$ cat src/rtl/text_scroll_reader.sv
// Message buffer and column sequencer that feeds a glyph ROM and streams 8-bit columns to a display.
// One column per tick; a tick waits out the speed divider and any unaccepted column on the output.
module text_scroll_reader #(
  parameter int DEPTH     = 16,
  parameter int DIV_WIDTH = 16
) (
  input  logic                 clk,
  input  logic                 reset,
  input  logic                 wr_en,
  input  logic [5:0]           wr_data,
  output logic                 wr_full,
  input  logic                 clear,
  input  logic                 start,
  input  logic                 stop,
  input  logic                 loop,
  input  logic [DIV_WIDTH-1:0] speed,
  output logic [5:0]           face,
  output logic [2:0]           index,
  input  logic [7:0]           col,
  output logic [7:0]           col_out,
  output logic                 col_valid,
  input  logic                 col_ready,
  output logic                 busy,
  output logic                 wrap
);

  localparam int AW = $clog2(DEPTH);
  localparam int LW = AW + 1;

  typedef enum logic {IDLE, SCROLL} state_t;

  state_t               state_q, state_d;
  logic [5:0]           buf_q [DEPTH];
  logic [LW-1:0]        len_q, len_d;
  logic [AW-1:0]        rd_ptr_q, rd_ptr_d;
  logic [2:0]           col_idx_q, col_idx_d;
  logic [DIV_WIDTH-1:0] div_q, div_d;
  logic [7:0]           col_out_q, col_out_d;
  logic                 col_valid_q, col_valid_d;
  logic                 wrap_q, wrap_d;
  logic                 buf_we;
  logic                 tick;
  logic                 last_char;

  assign wr_full   = (len_q == LW'(DEPTH));
  assign busy      = (state_q == SCROLL);
  // The buffer is never reset, so face is held at 0 outside SCROLL.
  assign face      = busy ? buf_q[rd_ptr_q] : 6'd0;
  assign index     = col_idx_q;
  assign col_out   = col_out_q;
  assign col_valid = col_valid_q;
  assign wrap      = wrap_q;
  assign last_char = (LW'(rd_ptr_q) == len_q - LW'(1));

  always_comb begin
    state_d     = state_q;
    len_d       = len_q;
    rd_ptr_d    = rd_ptr_q;
    col_idx_d   = col_idx_q;
    div_d       = div_q;
    col_out_d   = col_out_q;
    col_valid_d = col_valid_q;
    wrap_d      = 1'b0;
    buf_we      = 1'b0;
    tick        = 1'b0;
    case (state_q)
      IDLE: begin
        rd_ptr_d  = '0;
        col_idx_d = '0;
        if (col_valid_q && col_ready) col_valid_d = 1'b0;
        if (clear) begin
          len_d = '0;
        end else if (start && len_q != '0) begin
          state_d = SCROLL;
          div_d   = '0;
        end else if (wr_en && !wr_full) begin
          buf_we = 1'b1;
          len_d  = len_q + LW'(1);
        end
      end
      SCROLL: begin
        if (stop) begin
          state_d   = IDLE;
          rd_ptr_d  = '0;
          col_idx_d = '0;
          if (col_valid_q && col_ready) col_valid_d = 1'b0;
        end else begin
          tick = (div_q == speed) && (!col_valid_q || col_ready);
          if (tick) begin
            div_d       = '0;
            col_out_d   = col;
            col_valid_d = 1'b1;
            col_idx_d   = col_idx_q + 3'd1;
            if (col_idx_q == 3'd7) begin
              if (last_char) begin
                rd_ptr_d = '0;
                wrap_d   = 1'b1;
                if (!loop) state_d = IDLE;
              end else begin
                rd_ptr_d = rd_ptr_q + AW'(1);
              end
            end
          end else begin
            // Saturate at speed, which also recovers if speed is lowered live.
            div_d = (div_q < speed) ? div_q + DIV_WIDTH'(1) : speed;
            if (col_valid_q && col_ready) col_valid_d = 1'b0;
          end
        end
      end
      default: state_d = IDLE;
    endcase
  end

  always_ff @(posedge clk) begin
    if (reset) begin
      state_q     <= IDLE;
      len_q       <= '0;
      rd_ptr_q    <= '0;
      col_idx_q   <= '0;
      div_q       <= '0;
      col_out_q   <= '0;
      col_valid_q <= 1'b0;
      wrap_q      <= 1'b0;
    end else begin
      state_q     <= state_d;
      len_q       <= len_d;
      rd_ptr_q    <= rd_ptr_d;
      col_idx_q   <= col_idx_d;
      div_q       <= div_d;
      col_out_q   <= col_out_d;
      col_valid_q <= col_valid_d;
      wrap_q      <= wrap_d;
    end
  end

  always_ff @(posedge clk) begin
    if (buf_we) buf_q[len_q[AW-1:0]] <= wr_data;
  end

endmodule

$ cat config.mk
export PLATFORM = sky130hd
export DESIGN_NAME = text_scroll_reader
export DESIGN_NICKNAME = d
export VERILOG_FILES = /design/src/rtl/text_scroll_reader.sv
export SDC_FILE = /design/constraint.sdc
export NUM_CORES = 1
export LEC_CHECK = 0
export CORE_MARGIN = 4
export CORE_UTILIZATION = 29
export DETAILED_ROUTE_END_ITERATION = 8
export PLACE_DENSITY_LB_ADDON = 0.3
export SETUP_SLACK_MARGIN = 0.3
export SYNTH_ARGS = -nofsm -noshare
export SYNTH_HDL_FRONTEND = slang
export SYNTH_SLANG_ARGS = --single-unit
$ cat constraint.sdc
create_clock -name clk -period 5.9 [get_ports clk]
set_input_delay 0.59 -clock clk [delete_from_list [all_inputs] [get_ports clk]]
set_output_delay 0.59 -clock clk [all_outputs]
set_load 0.02 [all_outputs]
==> summary.md <==
| Metric | Value |
|---|---|
| Outcome | `finished clean` |
| Number of enable flip-flop cells after synthesis | `96` |
| Detailed-route vias per instance | `4.879` |
| Iter 0 DRT Violations | `216` |
| Standard-cell rows | `53` |
| Portion of total power attributed to combinational logic | `3.6%` |
| First-pass DRT Iterations | `4` |
| Achievable clock frequency | `0.2825 GHz` |
| Max Cap Viol | `0` |
| Global Route Usage Sum | `12.04%` |
| Via count of the first global-routing pass | `4189` |
| Commonest non-fill, non-tap cell in the layout | `sky130_fd_sc_hd__edfxtp_1` |
| Non-Filler Cell Area, Final | `7838 sq um` |
| Initial core utilization | `29.87%` |
| Final TNS setup | `0 ns` |
| Synthesized instance count | `479` |
| Wirelength per Cell | `16.94 um` |
| Beginning of the worst register-to-register path | `len_q[0]` |
| Number of pins exceeding their max-slew limit in the final report | `0` |
| Area of placed instances | `7189 sq um` |
| Launch point of the worst hold path | `col_out[4]` |
| Vertical die dimension | `156.1 um` |
| Cell count of the worst reg-to-reg path | `7` |
| Total nets after synthesis | `542` |
| WHS Path Cells | `2` |
| Mean instance size in the synthesized netlist | `13.27 sq um` |
| Total via count after detailed routing | `4035` |
| Chip width | `156.1 um` |
| Category of the worst setup path capture point | `output port` |
| Met1 routing resource usage after global routing | `16.41%` |
| Final setup violation count | `0` |
| Core Area | `21290 sq um` |
| Top-level port count | `59` |
| Post-layout net count | `602` |
| Post-synthesis cell type count | `58` |
| Post-Route Skew | `0.008899 ns` |
| Largest voltage drop on the vdd net | `0.0002131 V` |
| Number of warning messages in the yosys log | `0` |
| Share of synthesized registers carrying an async set or reset | `0%` |
| Startpoint-to-endpoint class of the critical path | `flip-flop to output port` |
| Min cycle time layout | `3.539 ns` |
| Slew HR | `21.48%` |
| Pin count of the biggest net entering global routing | `25` |
| Clock net sink count | `139` |
| Most used cells in the layout excluding fill and tap cells | `sky130_fd_sc_hd__edfxtp_1, sky130_fd_sc_hd__clkdlybuf4s50_1, sky130_fd_sc_hd__nand2_1, sky130_fd_sc_hd__dfxtp_1, sky130_fd_sc_hd__mux4_2` |
| Count of endpoints failing hold in the final timing report | `0` |
| Flop2flop setup slack | `2.60 ns` |
| Number of buffers inserted by port buffering | `58` |
| Critical Path Source Type | `flip-flop` |
| Residual DRC | `0` |
| Layer carrying the most global-route usage | `met2` |
| Int Pwr | `1.778 mW` |
| Global-route track usage on met2 | `18.81%` |
| Placer's final routability congestion estimate | `0.8009` |
| Unrepaired setup endpoints after global routing | `false` |
| Global-route wire length before repair | `22660 um` |
| TritonCTS clock tree | `yes` |
| Met3 layer usage reported by global route | `3.467%` |
| Worst min-delay path endpoint | `col_out[4]` |
| Worst-case clock buffer depth | `2` |
| CTS HTree Levels | `4` |
| Critical path arrival | `2.95 ns` |
| Fraction of final layout cells with drive strength greater than 1 | `14.86%` |
| Clock root cell | `sky130_fd_sc_hd__clkbuf_16` |
| Number of nets still failing antenna checks after routing | `0` |
| Number of inserted diodes | `0` |
| Path class of the lowest-slack min-delay path | `flip-flop to flip-flop` |
| Post-cts hold buffer count | `0` |
| Clock latency on the worst-skew pair | `0.42 ns` |
| Maximum fanout along the worst path | `24` |
| Cell Area, Synth | `6357 sq um` |
| Num CTS Buffers | `17` |
| Sequential cell fraction of total power | `45.7%` |
| Fraction of the yosys area taken by sequential cells | `58.89%` |
| Clock transition at the register clock pins on the worst setup and hold paths after CTS | `0.07 ns` |
| Most frequently used flop master after synthesis | `sky130_fd_sc_hd__edfxtp_1` |
| Count of state elements after synthesis | `139` |
| Buffers inserted during post-CTS setup optimization | `0` |
| Area growth syn-to-layout | `23.28%` |
| Clock network fraction of design power | `50.6%` |
| Crit share post-route | `59.99%` |
| Worst endpoint required time | `5.31 ns` |
| Total power per unit cell area | `292.5 nW/um^2` |
| Worst reg2reg path endpoint | `buf_q[1][0]` |
| Die area | `24350 sq um` |
| Leakage power | `2.612 nW` |
| Detailed placement HPWL | `10000 um` |
| Cts repair resizes | `0` |
| DRT Wirelength | `14010 um` |
| Switching part of the total power | `22.43%` |
| Worst-margin pin slew | `1.171 ns` |
| Initial antenna violation count | `0` |
| Switching power total | `0.5141 mW` |
| Total congestion overflow | `0` |
through the flow:
step	total power [mW]	hold WS, ns	utilization, %	setup WS [ns]	cells
3_5_place_dp	1.153	0.4487	33.77	2.521	795
6_report	2.292	0.4621	36.82	2.361	827
4_1_cts	2.315	0.4636	36.82	2.276	827
5_1_grt	2.375	0.4859	36.82	2.192	827
3_3_place_gp	1.151	0.4441	33.77	2.553	795
2_1_floorplan	1.106	0.4787	-	3.412	479
kinds of logic after synthesis:
logic type | share of synthesized area (%)
AO/OA/AOI/OAI | 8.011
XOR/XNOR | 0.9644
adder cells (fa/ha/maj) | 4.920
buffers and inverters | 2.933
flip-flops | 58.89
multiplexers | 11.43
AND/OR/NAND/NOR | 12.85
how the worst max path moves through the flow:
stage	endpoint	startpoint
after floorplan	buf_q[0][0]	len_q[0]
after global placement	div_q[5]	speed[13]
after detailed placement	div_q[7]	speed[15]
after CTS	face[1]	flip-flop
after global routing	face[1]	flip-flop
final	face[1]	flip-flop
critical path: stages, from the launching register on:
cell and delay, ns:
sky130_fd_sc_hd__dfxtp_1 0.31, sky130_fd_sc_hd__buf_4 0.41, sky130_fd_sc_hd__mux4_2 0.58, sky130_fd_sc_hd__mux4_2 0.49, sky130_fd_sc_hd__and2_1 0.19, sky130_fd_sc_hd__clkdlybuf4s50_1 0.54
power groups by stage:
stage | logic [mW] | clock network, mW | registers, mW
final | 0.0828 | 1.16 | 1.05
after global routing | 0.0913 | 1.23 | 1.05
after CTS | 0.0839 | 1.18 | 1.05
after detailed placement | 0.0831 | 0 | 1.07
after global placement | 0.0813 | 0 | 1.07
after floorplan | 0.0371 | 0 | 1.07
layer usage:
metal	part of all wire (%)	wire length, um
met5	0	0
met4	1.0	140
met1	48	6742
met2	46	6405
met3	5.1	720
final cells by class:
class / instances / area (sq um)
flip-flops and latches: 139 / 3744
fillers: 2028 / 13450
well taps: 275 / 344.1
clock buffers: 17 / 425.4
inverters: 21 / 78.83
multi-input cells: 300 / 2427
clock inverters: 15 / 222.7
repair buffers: 60 / 595.6
flip-flops by register name, summed over array words and instances (netlist names), named ones only:
name	count
buf_q	96
busy	1
col_out	8
col_valid	1
div_q	16
index	3
len_q	5
rd_ptr_q	4
wrap	1
cells in the mapped netlist (all sizes together) (4+ instances only):
| master | instances | share of area [%] |
|---|---|---|
| o21ai | 10 | 0.79 |
| a21oi | 25 | 2.0 |
| nand2 | 52 | 3.3 |
| and2 | 10 | 0.98 |
| nor3 | 15 | 1.3 |
| nand3 | 20 | 1.6 |
| nand2b | 5 | 0.61 |
| inv | 21 | 1.2 |
| ha | 25 | 4.9 |
| a22oi | 5 | 0.59 |
| nor2 | 31 | 2.0 |
| dfxtp | 43 | 14 |
| or3 | 5 | 0.49 |
| mux4 | 30 | 11 |
| clkbuf | 5 | 0.30 |
| edfxtp | 96 | 45 |
| a211oi | 8 | 1.2 |
| mux2i | 4 | 0.63 |
| buf | 14 | 1.4 |
| xnor2 | 6 | 0.83 |
Power figures use the tool's default switching activity.
